--- config.mk ---
export PLATFORM = sky130hd
export DESIGN_NAME = rtc_display_ctrl
export DESIGN_NICKNAME = d
export VERILOG_FILES = /design/src/rtl/rtc_pkg.sv /design/src/rtl/key_debounce.sv /design/src/rtl/rtc_display_ctrl.sv
export SDC_FILE = /design/constraint.sdc
export NUM_CORES = 1
export LEC_CHECK = 0
export BUFFER_PORTS_ARGS = -buffer_cell sky130_fd_sc_hd__buf_2
export CAP_MARGIN = 5
export CORE_ASPECT_RATIO = 1.5
export CORE_MARGIN = 2
export CORE_UTILIZATION = 60
export CTS_CLUSTER_SIZE = 16
export DETAILED_ROUTE_END_ITERATION = 6
export PLACE_DENSITY = 0.8
export SLEW_MARGIN = 5
export SYNTH_ARGS = -nofsm -noshare
export SYNTH_HDL_FRONTEND = slang
export SYNTH_SLANG_ARGS = --single-unit
--- constraint.sdc ---
create_clock -name clk -period 4.8 [get_ports clk]
set_input_delay 0.96 -clock clk [delete_from_list [all_inputs] [get_ports clk]]
set_output_delay 0.96 -clock clk [all_outputs]
set_load 0.05 [all_outputs]
--- src/rtl/rtc_pkg.sv ---
// rtc_pkg: shared types, segment patterns and helpers for rtc_display_ctrl.
// Segment patterns are active-high {g,f,e,d,c,b,a}; polarity is applied at the top.
package rtc_pkg;

  typedef enum logic [2:0] {
    RUN,
    SET_HOUR,
    SET_MIN,
    SET_ALM_H,
    SET_ALM_M
  } state_e;

  localparam int KEY_MODE = 0;
  localparam int KEY_UP   = 1;
  localparam int KEY_DOWN = 2;
  localparam int KEY_ALM  = 3;

  localparam logic [6:0] SEG_0     = 7'h3F;
  localparam logic [6:0] SEG_1     = 7'h06;
  localparam logic [6:0] SEG_2     = 7'h5B;
  localparam logic [6:0] SEG_3     = 7'h4F;
  localparam logic [6:0] SEG_4     = 7'h66;
  localparam logic [6:0] SEG_5     = 7'h6D;
  localparam logic [6:0] SEG_6     = 7'h7D;
  localparam logic [6:0] SEG_7     = 7'h07;
  localparam logic [6:0] SEG_8     = 7'h7F;
  localparam logic [6:0] SEG_9     = 7'h6F;
  localparam logic [6:0] SEG_BLANK = 7'h00;

  function automatic logic [6:0] seg_decode(input logic [3:0] d);
    logic [6:0] s;
    case (d)
      4'd0:    s = SEG_0;
      4'd1:    s = SEG_1;
      4'd2:    s = SEG_2;
      4'd3:    s = SEG_3;
      4'd4:    s = SEG_4;
      4'd5:    s = SEG_5;
      4'd6:    s = SEG_6;
      4'd7:    s = SEG_7;
      4'd8:    s = SEG_8;
      4'd9:    s = SEG_9;
      default: s = SEG_BLANK;
    endcase
    return s;
  endfunction

  // Binary 0..63 to {tens,units} via fixed compare/subtract steps.
  function automatic logic [7:0] bin2bcd(input logic [5:0] v);
    logic [5:0] r;
    logic [3:0] t;
    r = v;
    t = 4'd0;
    if (r >= 6'd40) begin
      r = r - 6'd40;
      t = 4'd4;
    end
    if (r >= 6'd20) begin
      r = r - 6'd20;
      t = t + 4'd2;
    end
    if (r >= 6'd10) begin
      r = r - 6'd10;
      t = t + 4'd1;
    end
    return {t, r[3:0]};
  endfunction

endpackage

--- src/rtl/key_debounce.sv ---
// key_debounce: 2-FF sync, stable-level debounce and one-cycle press pulse.
// Ports: clk, rst_n (sync, active-low), key_n (raw, active-low), press (out).
module key_debounce #(
  parameter int DEBOUNCE_CYCLES = 1000000
) (
  input  logic clk,
  input  logic rst_n,
  input  logic key_n,
  output logic press
);

  localparam int CW = (DEBOUNCE_CYCLES > 1) ? $clog2(DEBOUNCE_CYCLES) : 1;

  logic          s1_q, s1_d;
  logic          s2_q, s2_d;
  logic          lvl_q, lvl_d;
  logic [CW-1:0] cnt_q, cnt_d;
  logic          press_q, press_d;

  always_comb begin
    s1_d    = key_n;
    s2_d    = s1_q;
    lvl_d   = lvl_q;
    cnt_d   = '0;
    press_d = 1'b0;
    if (s2_q != lvl_q) begin
      if (cnt_q == CW'(DEBOUNCE_CYCLES - 1)) begin
        lvl_d   = s2_q;
        press_d = ~s2_q;
      end else begin
        cnt_d = cnt_q + 1'b1;
      end
    end
  end

  always_ff @(posedge clk) begin
    if (!rst_n) begin
      s1_q    <= 1'b1;
      s2_q    <= 1'b1;
      lvl_q   <= 1'b1;
      cnt_q   <= '0;
      press_q <= 1'b0;
    end else begin
      s1_q    <= s1_d;
      s2_q    <= s2_d;
      lvl_q   <= lvl_d;
      cnt_q   <= cnt_d;
      press_q <= press_d;
    end
  end

  assign press = press_q;

endmodule

--- src/rtl/rtc_display_ctrl.sv ---
// rtc_display_ctrl: HH:MM:SS clock, set/alarm FSM, keys and 6-digit display.
// Ports: clk, rst_n, key_n[3:0], hex0..hex5[6:0], led[3:0], tick_1hz.
module rtc_display_ctrl
  import rtc_pkg::*;
#(
  parameter int TICK_CYCLES     = 50000000,
  parameter int DEBOUNCE_CYCLES = 1000000,
  parameter int BLINK_CYCLES    = 25000000,
  parameter int MODE_24H        = 1,
  parameter int SEG_ACTIVE_LOW  = 1
) (
  input  logic       clk,
  input  logic       rst_n,
  input  logic [3:0] key_n,
  output logic [6:0] hex0,
  output logic [6:0] hex1,
  output logic [6:0] hex2,
  output logic [6:0] hex3,
  output logic [6:0] hex4,
  output logic [6:0] hex5,
  output logic [3:0] led,
  output logic       tick_1hz
);

  localparam int PW = (TICK_CYCLES > 1) ? $clog2(TICK_CYCLES) : 1;
  localparam int BW = (BLINK_CYCLES > 1) ? $clog2(BLINK_CYCLES) : 1;
  localparam logic [6:0] POL = (SEG_ACTIVE_LOW != 0) ? 7'h7F : 7'h00;
  localparam logic [6:0] RST_0 = SEG_0 ^ POL;
  localparam logic [6:0] RST_H5 = ((MODE_24H != 0) ? SEG_0 : SEG_1) ^ POL;
  localparam logic [6:0] RST_H4 = ((MODE_24H != 0) ? SEG_0 : SEG_2) ^ POL;

  logic [3:0] press;

  for (genvar gi = 0; gi < 4; gi++) begin : g_key
    key_debounce #(.DEBOUNCE_CYCLES(DEBOUNCE_CYCLES)) u_key (
      .clk  (clk),
      .rst_n(rst_n),
      .key_n(key_n[gi]),
      .press(press[gi])
    );
  end

  state_e        state_q, state_d;
  logic [PW-1:0] pre_q, pre_d;
  logic [4:0]    hour_q, hour_d, alm_h_q, alm_h_d;
  logic [5:0]    min_q, min_d, sec_q, sec_d, alm_m_q, alm_m_d;
  logic          alm_en_q, alm_en_d, ring_q, ring_d;
  logic          tick_d_q, tick_d_d;
  logic [BW-1:0] bl_cnt_q, bl_cnt_d;
  logic          bl_ph_q, bl_ph_d;
  logic [6:0]    hex_q [6];
  logic [6:0]    hex_d [6];
  logic [3:0]    led_q, led_d;

  logic       run_pre, tick, up, dn;
  state_e     nxt;
  logic [4:0] dh, h12, hsel;
  logic [5:0] dm;
  logic [7:0] hb, mb, sb;
  logic       pm, show_alm, blank_h, blank_m;

  always_comb begin
    state_d  = state_q;
    hour_d   = hour_q;
    min_d    = min_q;
    sec_d    = sec_q;
    alm_h_d  = alm_h_q;
    alm_m_d  = alm_m_q;
    alm_en_d = alm_en_q;
    ring_d   = ring_q;
    run_pre  = state_q inside {RUN, SET_ALM_H, SET_ALM_M};
    tick     = run_pre && (pre_q == PW'(TICK_CYCLES - 1));
    tick_d_d = tick;
    up       = press[KEY_UP] & ~press[KEY_DOWN];
    dn       = press[KEY_DOWN] & ~press[KEY_UP];
    pre_d    = (!run_pre || tick) ? '0 : pre_q + 1'b1;

    unique case (state_q)
      RUN:       nxt = SET_HOUR;
      SET_HOUR:  nxt = SET_MIN;
      SET_MIN:   nxt = SET_ALM_H;
      SET_ALM_H: nxt = SET_ALM_M;
      default:   nxt = RUN;
    endcase

    if (tick) begin
      if (sec_q == 6'd59) begin
        sec_d = '0;
        if (min_q == 6'd59) begin
          min_d  = '0;
          hour_d = (hour_q == 5'd23) ? '0 : hour_q + 5'd1;
        end else begin
          min_d = min_q + 6'd1;
        end
      end else begin
        sec_d = sec_q + 6'd1;
      end
    end

    // A press while ringing only silences the alarm.
    if (ring_q && (|press)) begin
      ring_d = 1'b0;
    end else begin
      if (press[KEY_MODE]) begin
        state_d = nxt;
        if (nxt == SET_HOUR) sec_d = '0;
      end
      if (press[KEY_ALM]) begin
        alm_en_d = ~alm_en_q;
        if (alm_en_q) ring_d = 1'b0;
      end
      unique case (1'b1)
        (state_q == SET_HOUR) && up:
          hour_d = (hour_q == 5'd23) ? '0 : hour_q + 5'd1;
        (state_q == SET_HOUR) && dn:
          hour_d = (hour_q == 5'd0) ? 5'd23 : hour_q - 5'd1;
        (state_q == SET_MIN) && up:
          min_d = (min_q == 6'd59) ? '0 : min_q + 6'd1;
        (state_q == SET_MIN) && dn:
          min_d = (min_q == 6'd0) ? 6'd59 : min_q - 6'd1;
        (state_q == SET_ALM_H) && up:
          alm_h_d = (alm_h_q == 5'd23) ? '0 : alm_h_q + 5'd1;
        (state_q == SET_ALM_H) && dn:
          alm_h_d = (alm_h_q == 5'd0) ? 5'd23 : alm_h_q - 5'd1;
        (state_q == SET_ALM_M) && up:
          alm_m_d = (alm_m_q == 6'd59) ? '0 : alm_m_q + 6'd1;
        (state_q == SET_ALM_M) && dn:
          alm_m_d = (alm_m_q == 6'd0) ? 6'd59 : alm_m_q - 6'd1;
        default: ;
      endcase
    end

    if ((state_q == RUN) && alm_en_d && tick_d_q && (sec_q == 6'd0)
        && (hour_q == alm_h_q) && (min_q == alm_m_q)) begin
      ring_d = 1'b1;
    end

    // Blink phase restarts on every state change.
    if (state_d != state_q) begin
      bl_cnt_d = '0;
      bl_ph_d  = 1'b0;
    end else if (bl_cnt_q == BW'(BLINK_CYCLES - 1)) begin
      bl_cnt_d = '0;
      bl_ph_d  = ~bl_ph_q;
    end else begin
      bl_cnt_d = bl_cnt_q + 1'b1;
      bl_ph_d  = bl_ph_q;
    end
  end

  always_comb begin
    show_alm = state_q inside {SET_ALM_H, SET_ALM_M};
    dh       = show_alm ? alm_h_q : hour_q;
    dm       = show_alm ? alm_m_q : min_q;
    pm       = (dh >= 5'd12);
    if (dh == 5'd0)       h12 = 5'd12;
    else if (dh > 5'd12)  h12 = dh - 5'd12;
    else                  h12 = dh;
    hsel     = (MODE_24H != 0) ? dh : h12;
    hb       = bin2bcd({1'b0, hsel});
    mb       = bin2bcd(dm);
    sb       = bin2bcd(sec_q);
    blank_h  = bl_ph_q && (state_q inside {SET_HOUR, SET_ALM_H});
    blank_m  = bl_ph_q && (state_q inside {SET_MIN, SET_ALM_M});
    hex_d[0] = (show_alm ? SEG_BLANK : seg_decode(sb[3:0])) ^ POL;
    hex_d[1] = (show_alm ? SEG_BLANK : seg_decode(sb[7:4])) ^ POL;
    hex_d[2] = (blank_m ? SEG_BLANK : seg_decode(mb[3:0])) ^ POL;
    hex_d[3] = (blank_m ? SEG_BLANK : seg_decode(mb[7:4])) ^ POL;
    hex_d[4] = (blank_h ? SEG_BLANK : seg_decode(hb[3:0])) ^ POL;
    hex_d[5] = (blank_h ? SEG_BLANK : seg_decode(hb[7:4])) ^ POL;
    led_d    = {(MODE_24H == 0) && pm, state_q != RUN, ring_q, alm_en_q};
  end

  always_ff @(posedge clk) begin
    if (!rst_n) begin
      state_q  <= RUN;
      pre_q    <= '0;
      hour_q   <= '0;
      min_q    <= '0;
      sec_q    <= '0;
      alm_h_q  <= '0;
      alm_m_q  <= '0;
      alm_en_q <= 1'b0;
      ring_q   <= 1'b0;
      tick_d_q <= 1'b0;
      bl_cnt_q <= '0;
      bl_ph_q  <= 1'b0;
      hex_q[0] <= RST_0;
      hex_q[1] <= RST_0;
      hex_q[2] <= RST_0;
      hex_q[3] <= RST_0;
      hex_q[4] <= RST_H4;
      hex_q[5] <= RST_H5;
      led_q    <= '0;
    end else begin
      state_q  <= state_d;
      pre_q    <= pre_d;
      hour_q   <= hour_d;
      min_q    <= min_d;
      sec_q    <= sec_d;
      alm_h_q  <= alm_h_d;
      alm_m_q  <= alm_m_d;
      alm_en_q <= alm_en_d;
      ring_q   <= ring_d;
      tick_d_q <= tick_d_d;
      bl_cnt_q <= bl_cnt_d;
      bl_ph_q  <= bl_ph_d;
      hex_q    <= hex_d;
      led_q    <= led_d;
    end
  end

  assign hex0     = hex_q[0];
  assign hex1     = hex_q[1];
  assign hex2     = hex_q[2];
  assign hex3     = hex_q[3];
  assign hex4     = hex_q[4];
  assign hex5     = hex_q[5];
  assign led      = led_q;
  assign tick_1hz = tick;

endmodule

==> results of run 1 <==
## power groups by stage
stage	Clock (W)	Combinational, W	Sequential, W
after floorplan	0	0.0000633	0.00194
final	0.00194	0.0000896	0.00190
after global routing	0.00204	0.0000984	0.00190
after global placement	0	0.0000864	0.00194
after detailed placement	0	0.0000882	0.00194
after CTS	0.00198	0.0000896	0.00190
## metal layers
metal  share of wire (%)  up-vias
li1                    -     5021
met2                  52      208
met4                 4.6        0
met1                  40     4710
met3                 3.5       85
met5                   0        -
## cells in the final DEF (no fill, tap or decap), drive strengths merged, types with 7 or more instances in the layout
| cell type | synthesis | final |
|---|---|---|
| a211oi | 10 | 10 |
| a21oi | 75 | 75 |
| a31oi | 7 | 7 |
| and2 | 9 | 9 |
| and3 | 42 | 42 |
| and4 | 7 | 7 |
| buf | 16 | 57 |
| clkbuf | 48 | 27 |
| clkinv | 0 | 7 |
| dfxtp | 226 | 226 |
| ha | 53 | 53 |
| inv | 55 | 55 |
| mux2i | 20 | 20 |
| nand2 | 118 | 118 |
| nand2b | 21 | 21 |
| nand3 | 73 | 73 |
| nand4 | 24 | 24 |
| nor2 | 239 | 239 |
| nor2b | 12 | 12 |
| nor3 | 27 | 27 |
| nor3b | 8 | 8 |
| nor4 | 14 | 14 |
| nor4b | 8 | 8 |
| o211ai | 7 | 7 |
| o21a | 13 | 13 |
| o21ai | 41 | 41 |
| o22ai | 7 | 7 |
| or2 | 11 | 11 |
| or3 | 17 | 17 |
| xnor2 | 61 | 61 |
| xor2 | 91 | 91 |
## Yosys cell counts (14+ instances only)
| cell type | instances | area [sq um] |
|---|---|---|
| xnor2_1 | 61 | 534 |
| or3_1 | 17 | 106 |
| nor2_1 | 238 | 893 |
| clkbuf_1 | 48 | 180 |
| nand3_1 | 73 | 365 |
| mux2i_1 | 19 | 190 |
| dfxtp_1 | 226 | 4520 |
| ha_1 | 53 | 663 |
| nand2_1 | 117 | 439 |
| nor3_1 | 27 | 135 |
| o21ai_0 | 38 | 190 |
| nand2b_1 | 21 | 131 |
| a21oi_1 | 72 | 360 |
| xor2_1 | 91 | 797 |
| nor4_1 | 14 | 87.6 |
| inv_1 | 54 | 203 |
| and3_1 | 42 | 263 |
| nand4_1 | 24 | 150 |
## worst paths after layout
path,to,slack [ns],depth (start not counted)
hold / removal,g_key[2].u_key.s2_q,0.42,1
hold reg to reg,g_key[2].u_key.s2_q,0.42,1
setup reg to reg,hex2[4],0.57,19
setup / recovery,hex2[4],0.57,19
## flip-flops by register name, summed over array words and instances, names as in the netlist, 4 cells and up
| signal | count |
|---|---|
| g_key.u_key.cnt_q | 80 |
| pre_q | 26 |
| bl_cnt_q | 25 |
| hex0 | 7 |
| hex1 | 7 |
| hex2 | 7 |
| hex3 | 7 |
| hex4 | 7 |
| alm_m_q | 6 |
| hex5 | 6 |
| min_q | 6 |
| sec_q | 6 |
| alm_h_q | 5 |
| hour_q | 5 |
| g_key.u_key.lvl_q | 4 |
| g_key.u_key.press | 4 |
| g_key.u_key.s1_q | 4 |
| g_key.u_key.s2_q | 4 |
## critical path, delay by kind of cell (launching register included)
kind,cells,cell delay [ns]
DFF,1,0.65
AOI/OAI and AO/OA,8,1.57
and+or+nand+nor,6,0.94
adders and majority gates,2,0.60
buffers and inverters,3,0.36
## cell type report
| cell class | instances | area (sq um) |
|---|---|---|
| sequential | 226 | 4520 |
| inverter | 55 | 206 |
| timing repair buffer | 57 | 300 |
| tap | 260 | 325 |
| clock buffer | 27 | 621 |
| multi-input combinational | 1103 | 6960 |
| fill | 1666 | 6560 |
| clock inverter | 14 | 208 |
## stage by stage
stage	hold slack [ns]	setup WS (ns)	area, sq um	instances	total power [W]
2_1_floorplan	0.386	1.30	12000	1448	0.00201
3_3_place_gp	0.403	0.780	12300	1701	0.00203
3_5_place_dp	0.402	0.648	12300	1701	0.00203
4_1_cts	0.427	0.620	13100	1742	0.00396
5_1_grt	0.440	0.225	13100	1742	0.00404
6_report	0.419	0.570	13100	1742	0.00393
## kinds of logic after synthesis
logic type | count (synthesis) | synth area share [%]
other | 1 | 0.0313
and+or+nand+nor | 648 | 26.3
adders and majority gates | 53 | 5.54
AOI/OAI and AO/OA | 224 | 13.0
xor gates and xnor gates | 152 | 11.1
muxes | 25 | 2.24
DFF | 226 | 37.8
buffers and inverters | 119 | 4.09
==> results.json, run 1 <==
{
  "cts_root_buf": "clkbuf_16",
  "cts_buffers": 23,
  "gp_congestion": 0.887,
  "cpMostUsedCell": "inv_1",
  "clk_path_buf_depth": 3,
  "layout.nets": 1525,
  "post_cts_resize_count": 0,
  "crit_type": "reg -> reg",
  "syn-num-nets": 1507,
  "cp_slowest_cell": "dfxtp_1",
  "vias": 10000,
  "critPathMaxStageDelay_ns": 0.65,
  "die_h_microns": 177,
  "finalHoldViolCount": 0,
  "status": "complete, no violations",
  "yosys_warnings": 0,
  "cts-hold-fix-buffers": 0,
  "cts_setup_buffers": 0,
  "met1_usage_pct": 25.4,
  "grt.total_usage_pct": 23.9,
  "cap_violations": 0,
  "numPortBuffers": 51,
  "met3_usage_pct": 3.03,
  "power.share.clock_pct": 49.5,
  "p_sw_share_pct": 20.9,
  "drcViolationCount": 0,
  "first_pass_iters": 5,
  "grt_max_degree": 45,
  "clk_pin_slew_ns": 0.07,
  "syn_to_final_growth_pct": 9.77,
  "power_density_nw_per_um2": 299,
  "post-route-util_pct": 66.7,
  "avgSynthCellArea_sq_um": 8.27,
  "die_w_microns": 119,
  "grt_pass1_vias": 9846,
  "numClockSinks": 226,
  "clkLatencyLatePin_ns": 0.51,
  "io_pins": 53,
  "grt.met2_usage_pct": 45.9,
  "grt_pass1_wl_microns": 43100,
  "ys.flop_type": "dfxtp_1",
  "rsz0062_at_grt": "false",
  "start_kind": "flip-flop",
  "worstMarginPinSlew_ns": 1.10,
  "diodes": 0,
  "synth_enable_flop_cells": 0,
  "ir_drop_mv": 0.234,
  "ys_seq_area_share_pct": 37.8,
  "pwr-share-comb_pct": 2.3,
  "design.core.area_sq_um": 19700,
  "switching_power_w": 0.000820,
  "synth-async-reset-ratio_pct": 0,
  "crit_start": "state_q[2]",
  "wl_per_cell_microns": 14.7,
  "viasPerCell": 5.75,
  "worstPathArrival_ns": 4.65,
  "report.final.setup_viol": 0,
  "fmax_ghz": 0.236,
  "crit_path_end_kind": "flip-flop",
  "synth_seq_cells": 226,
  "busiest_layer": "met2",
  "wl_microns": 25700,
  "drive_gt1_share_pct": 9.04,
  "fin_skew_ns": 0.0145,
  "p_int_w": 0.00311,
  "fin_crit_ns": 4.23,
  "drt_iter0_drc": 636,
  "worstHoldStart": "g_key[2].u_key.s1_q",
  "finalCritPeriodShare_pct": 88.1,
  "fp-row-count": 63,
  "grt_overflow_total": 0,
  "crit_fanout": 20,
  "worstPathRequired_ns": 5.22,
  "tritoncts": "yes",
  "power_leakage_nw": 5.13,
  "r2r_start": "state_q[2]",
  "ant_nets": 0,
  "syn-instance-count": 1448,
  "seq_power_share_pct": 48.3,
  "crit_chain": "or3b_4 > nand2_2 > a21o_1 > inv_1 > ha_1 > nand2b_1 > a21boi_0 > a311oi_1 > o32ai_4 > inv_1 > nor2_1 > o21a_1 > inv_1 > ha_1 > nand2_1 > a22oi_1 > a21oi_1 > nor4_1 > a311oi_1",
  "slew_viol_final": 0,
  "h-tree-depth": 1,
  "synth_area_sq_um": 12000,
  "hp-class": "reg -> reg",
  "initial_core_util_pct": 60.8,
  "antenna_found_initial": 0,
  "dp_hpwl_microns": 17700,
  "fin_tns_setup_ns": 0,
  "maxSlewHeadroom_pct": 25.8,
  "die-area_sq_um": 21100,
  "synth_cell_types": 90
}
Note: power is estimated with default switching activity, not from simulation.
==> run 2, diff against run 1 <==
--- a/config.mk
+++ b/config.mk
@@ -12,8 +12,10 @@
 export CORE_UTILIZATION = 60
 export CTS_CLUSTER_SIZE = 16
 export DETAILED_ROUTE_END_ITERATION = 6
+export GPL_TIMING_DRIVEN = 0
 export PLACE_DENSITY = 0.8
 export SLEW_MARGIN = 5
 export SYNTH_ARGS = -nofsm -noshare
 export SYNTH_HDL_FRONTEND = slang
+export SYNTH_HIERARCHICAL = 1
 export SYNTH_SLANG_ARGS = --single-unit
==> results.json, run 2 <==
{
  "status": "complete, no violations",
  "post_cts_resize_count": 0,
  "hp-class": "reg -> reg",
  "finalHoldViolCount": 0,
  "fin_crit_ns": 4.57,
  "viasPerCell": 5.92,
  "grt_pass1_wl_microns": 48000,
  "synth_area_sq_um": 12700,
  "crit_path_end_kind": "flip-flop",
  "crit_chain": "buf_6 > and3b_1 > nor2_2 > buf_4 > mux2i_1 > ha_1 > clkbuf_1 > nand2b_1 > a21oi_1 > a22o_1 > mux2_2 > buf_2 > a21o_1 > xnor2_1 > ha_1 > inv_1 > nor2_1 > mux2_1 > a22oi_1 > o2111ai_1",
  "wl_microns": 28400,
  "worstPathRequired_ns": 5.17,
  "synth_seq_cells": 226,
  "post_dp_cell_area_sq_um": 13300,
  "clkLatencyLatePin_ns": 0.52,
  "r2r_slack_ns": 0.23,
  "die_h_microns": 182,
  "busiest_layer": "met2",
  "wl_per_cell_microns": 15.2,
  "mostFrequentLayoutCell": "dfxtp_1",
  "max_flop_register": "g_key.u_key/cnt_q",
  "path_delay_family": "buffers and inverters",
  "grt_overflow_total": 0,
  "crit_type": "reg -> reg",
  "yosysTopAreaCellShare_pct": 35.6,
  "cts-hold-fix-buffers": 0,
  "cp_slowest_cell": "clkbuf_1",
  "worstMarginPinSlew_ns": 0.830,
  "synthTopCellsByCount": "226 x dfxtp_1, 174 x nor2_1, 115 x nand2_1",
  "syn_to_final_growth_pct": 11.4,
  "stdcell_area_sq_um": 14100,
  "gp_congestion": 0.952,
  "crit_fanout": 10,
  "power_density_nw_per_um2": 284,
  "clk_pin_slew_ns": 0.07,
  "io_pins": 53,
  "ant_nets": 0,
  "drive_gt1_share_pct": 10.2,
  "ys_seq_area_share_pct": 35.6,
  "initial_core_util_pct": 60.7,
  "crit_buf_inv": 5,
  "diodes": 0,
  "numPortBuffers": 51,
  "worst_r2r_endpoint": "hex2[6]",
  "final_cells": 1868,
  "critPathMaxStageDelay_ns": 0.32,
  "worstPathArrival_ns": 4.93,
  "regArea_sq_um": 4520,
  "slew_viol_final": 0,
  "layout.nets": 1642,
  "drt_iter0_drc": 436,
  "die_w_microns": 123,
  "met3_usage_pct": 3.72,
  "final_cell_mix": "226 x dfxtp_1, 174 x nor2_1, 115 x nand2_1",
  "h-tree-depth": 1,
  "r2r_start": "state_q[0]",
  "hold_end": "g_key[2].u_key/s2_q",
  "design.core.area_sq_um": 20900,
  "cts_buffers": 23,
  "cts_root_buf": "clkbuf_16",
  "report.final.setup_viol": 0,
  "largest_reg_flops": 80,
  "cap_violations": 0,
  "rsz0062_at_grt": "false",
  "tritoncts": "yes",
  "antenna_found_initial": 1,
  "power_leakage_nw": 5.48,
  "grt.total_usage_pct": 25.6,
  "fp-row-count": 65,
  "synth-async-reset-ratio_pct": 0,
  "netlist_top_cells_area": "dfxtp_1 36%, ha_1 5.2%, nor2_1 5.1%",
  "preCtsSetupSlack_ns": 0.329,
  "fin_ws_ns": 0.234,
  "drcViolationCount": 0,
  "grt_max_degree": 22,
  "die-area_sq_um": 22400,
  "ir_drop_mv": 0.308,
  "clk_path_buf_depth": 3,
  "met1_usage_pct": 26.9,
  "grt_pass1_vias": 10700,
  "yosys.area.top_type": "dfxtp_1",
  "cpMostUsedCell": "ha_1",
  "fin_tns_setup_ns": 0,
  "ys.flop_type": "dfxtp_1",
  "dp_hpwl_microns": 21000,
  "multiInputGateArea_sq_um": 7590,
  "vias": 11100,
  "reg_top3": "g_key.u_key/cnt_q: 80 flops, pre_q: 26 flops, bl_cnt_q: 25 flops",
  "dp_cells": 1826,
  "fmax_ghz": 0.219,
  "first_pass_iters": 5,
  "synth_enable_flop_cells": 0,
  "fill_cells": 1718,
  "synth_most_common_cell": "dfxtp_1",
  "avgSynthCellArea_sq_um": 8.42,
  "grt.met2_usage_pct": 48.3,
  "fin_skew_ns": 0.0166,
  "syn-num-nets": 1566,
  "syn-instance-count": 1507,
  "hold_depth": 1,
  "worstHoldStart": "g_key[2].u_key/s1_q",
  "synth_cell_types": 98,
  "start_kind": "flip-flop",
  "cts_setup_buffers": 0,
  "yosys_warnings": 6,
  "finalCritPeriodShare_pct": 95.1,
  "r2r_cells": 20,
  "numClockSinks": 226,
  "maxSlewHeadroom_pct": 44.2
}
-- run 2: cell count changes in the layout (fill, tap and decap cells not counted), moves of 7 or more --
cell and change:
and4_1 +9, o21ai_0 +19, and2_1 +16, xor2_1 -18, o31ai_1 +10, a21o_1 +7
or4_1 +11, a211oi_1 -7, a21oi_1 +8, buf_2 +10, nand4_1 +18, clkbuf_1 +43
nor2_1 -64
-- run 2: area by class of cell --
type	instances	area share [%]
buffer	71	2.53
clock buffer	27	4.46
clock inverter	15	1.59
inverter	59	1.57
multi-input combinational	1151	53.7
sequential	226	32.0
tap	268	2.37
timing repair buffer	51	1.81
-- run 2: how the worst max path moves through the flow --
stage                           from  endpoint  slack [ns]  cells after the start
after floorplan           state_q[0]   hex2[6]        0.90                     20
after global placement    state_q[0]   hex2[6]        0.40                     20
after detailed placement  state_q[0]   hex2[6]        0.33                     20
after CTS                 state_q[0]   hex2[6]        0.30                     20
after global routing      state_q[0]   hex2[6]        0.02                     20
final                     state_q[0]   hex2[6]        0.23                     20
-- run 2: cells by family after synthesis --
logic type / Yosys count / share of synthesized area, %
compound gates: 283 / 15.2
xor+xnor: 133 / 9.18
fa+ha+maj: 53 / 5.22
buf+inv: 130 / 4.56
flops: 226 / 35.6
mux: 29 / 2.63
other cells: 1 / 0.0295
simple gates: 652 / 27.5
-- run 2: metal layers --
| layer | routed length [microns] | part of all wire [%] |
|---|---|---|
| met1 | 10700 | 38 |
| met3 | 1240 | 4.4 |
| met2 | 15100 | 53 |
| met4 | 1360 | 4.8 |
| met5 | 15 | 0.053 |
-- run 2: through the flow --
stage          hold WS, ns  util (%)  power, W
2_1_floorplan        0.386         -   0.00202
5_1_grt              0.421      67.6   0.00413
6_report             0.409      67.6   0.00401
3_3_place_gp         0.389      63.5   0.00205
4_1_cts              0.410      67.6   0.00405
3_5_place_dp         0.396      63.5   0.00206
-- run 2: power breakdown --
group | total, W | switching (W) | internal, W
sequential | 0.00190 | 0.00000848 | 0.00189
clock | 0.00200 | 0.000776 | 0.00122
combinational | 0.000119 | 0.0000784 | 0.0000409
total | 0.00401 | 0.000863 | 0.00315
==> run 3, diff against run 2 <==
--- a/config.mk
+++ b/config.mk
@@ -17,5 +17,4 @@
 export SLEW_MARGIN = 5
 export SYNTH_ARGS = -nofsm -noshare
 export SYNTH_HDL_FRONTEND = slang
-export SYNTH_HIERARCHICAL = 1
 export SYNTH_SLANG_ARGS = --single-unit
==> results.json, run 3 (same netlist as run 1, synthesis figures left out) <==
{
  "status": "complete, no violations",
  "first_pass_iters": 6,
  "cts_setup_buffers": 0,
  "preCtsSetupSlack_ns": 0.799,
  "die_w_microns": 119,
  "die_h_microns": 177,
  "power_leakage_nw": 5.17,
  "fill_cells": 1641,
  "antenna_found_initial": 0,
  "crit_path_end_kind": "flip-flop",
  "finalCritPeriodShare_pct": 85.6,
  "pwr-share-comb_pct": 2.7,
  "cts_root_buf": "clkbuf_16",
  "grt_pass1_vias": 10100,
  "syn_to_final_growth_pct": 10.7,
  "maxSlewHeadroom_pct": 25.1,
  "worstPathArrival_ns": 4.46,
  "cp_slowest_cell": "dfxtp_1",
  "dp_hpwl_microns": 19700,
  "switching_power_w": 0.000770,
  "finalHoldViolCount": 0,
  "layout.nets": 1581,
  "drt_iter0_drc": 678,
  "numPortBuffers": 50,
  "cts_buffers": 22,
  "power.share.clock_pct": 45.8,
  "slew_viol_final": 0,
  "final_cell_mix": "238 x nor2_1, 226 x dfxtp_1, 117 x nand2_1",
  "seq_power_share_pct": 51.5,
  "crit_fanout": 10,
  "fin_ws_ns": 0.693,
  "vias": 10300,
  "path_delay_family": "compound AO/OA/AOI/OAI gates",
  "clk_pin_slew_ns": 0.07,
  "largest_reg_flops": 80,
  "grt_max_degree": 15,
  "multiInputGateArea_sq_um": 6960,
  "critPathMaxStageDelay_ns": 0.47,
  "numClockSinks": 226,
  "p_sw_share_pct": 20.9,
  "drive_gt1_share_pct": 8.66,
  "hp-class": "reg -> reg",
  "grt_pass1_wl_microns": 45100,
  "design.core.area_sq_um": 19700,
  "report.final.setup_viol": 0,
  "io_pins": 53,
  "post_cts_resize_count": 0,
  "cap_violations": 0,
  "gp_congestion": 0.934,
  "fp-row-count": 63,
  "diodes": 0,
  "crit_buf_inv": 4,
  "max_flop_register": "g_key.u_key.cnt_q",
  "fin_skew_ns": 0.00890,
  "initial_core_util_pct": 60.8,
  "fin_tns_setup_ns": 0,
  "p_int_w": 0.00291,
  "ir_drop_mv": 0.298,
  "fin_crit_ns": 4.11,
  "worstPathRequired_ns": 5.15,
  "wl_per_cell_microns": 15.0,
  "ant_nets": 0,
  "tritoncts": "yes",
  "cts-hold-fix-buffers": 0,
  "viasPerCell": 5.73,
  "whs_ns": 0.408,
  "crit_type": "reg -> reg",
  "grt_overflow_total": 0,
  "die-area_sq_um": 21100,
  "power_density_nw_per_um2": 278,
  "clkLatencyLatePin_ns": 0.50,
  "cpMostUsedCell": "inv_1",
  "worstMarginPinSlew_ns": 1.11,
  "clk_path_buf_depth": 3,
  "rsz0062_at_grt": "false",
  "start_kind": "flip-flop",
  "crit_chain": "and3b_1 > buf_2 > nor3_1 > a21o_1 > inv_1 > ha_1 > nand2b_1 > a21oi_1 > a211oi_1 > o32ai_4 > inv_1 > nor2_1 > o21a_1 > inv_1 > ha_1 > nand2_1 > a22oi_1 > a21oi_1 > nor4_1 > a311oi_1",
  "reg_top3": "g_key.u_key.cnt_q: 80 flops, pre_q: 26 flops, bl_cnt_q: 25 flops",
  "h-tree-depth": 1,
  "grt.total_usage_pct": 25.2,
  "drcViolationCount": 0,
  "fmax_ghz": 0.243,
  "wl_microns": 26900,
  "mostFrequentLayoutCell": "nor2_1",
  "regArea_sq_um": 4520
}
==> run 3: cell types whose count changed in the layout (fill, tap and decap cells not counted), sizes merged, moves of 11 or more <==
cell / delta
buf: -12
o21ai: -24
clkbuf: +11
nor2: +63
o31ai: -11
nand4: -18
and2: -15
or4: -11
xor2: +18
==> run 3: path summary, 6_finish.rpt <==
check                           slack [ns]                start  cells after the start                  end
worst max-delay path                  0.69           state_q[0]                     20              hex2[4]
worst min-delay path                  0.41  g_key[2].u_key.s1_q                      1  g_key[2].u_key.s2_q
worst max register to register        0.69           state_q[0]                     20              hex2[4]
worst min register to register        0.41  g_key[2].u_key.s1_q                      1  g_key[2].u_key.s2_q
==> run 3: area by class of cell <==
type	count	share of cell area, %
clock inverters	4	0.359
plain buffers	64	2.14
multi-input cells	1103	52.5
repair buffers	50	1.89
flip-flops and latches	226	34.1
well taps	260	2.45
inverters	55	1.56
clock buffers	34	4.95
==> run 3: metrics by stage <==
| stage | total power [W] | area [sq um] | std cells | util (%) |
|---|---|---|---|---|
| 2_1_floorplan | 0.00201 | 12000 | 1448 | - |
| 3_3_place_gp | 0.00203 | 12600 | 1758 | 63.7 |
| 3_5_place_dp | 0.00204 | 12600 | 1758 | 63.7 |
| 4_1_cts | 0.00372 | 13300 | 1796 | 67.3 |
| 5_1_grt | 0.00380 | 13300 | 1796 | 67.3 |
| 6_report | 0.00368 | 13300 | 1796 | 67.3 |
==> run 3: metal layers <==
metal  global-route usage (%)  part of all wire [%]  wire, microns
met5                        0                     0              0
met4                     13.2                   4.8           1290
met3                     3.00                   4.0           1080
met2                     48.3                    52          14000
met1                     26.7                    39          10500
==> run 3: power by group through the flow <==
stage | clock network, W | logic, W | registers [W]
floorplan | 0 | 0.0000633 | 0.00194
global placement | 0 | 0.0000980 | 0.00194
detailed placement | 0 | 0.000101 | 0.00194
CTS | 0.00173 | 0.000101 | 0.00189
global route | 0.00180 | 0.000110 | 0.00190
finish | 0.00168 | 0.000101 | 0.00189
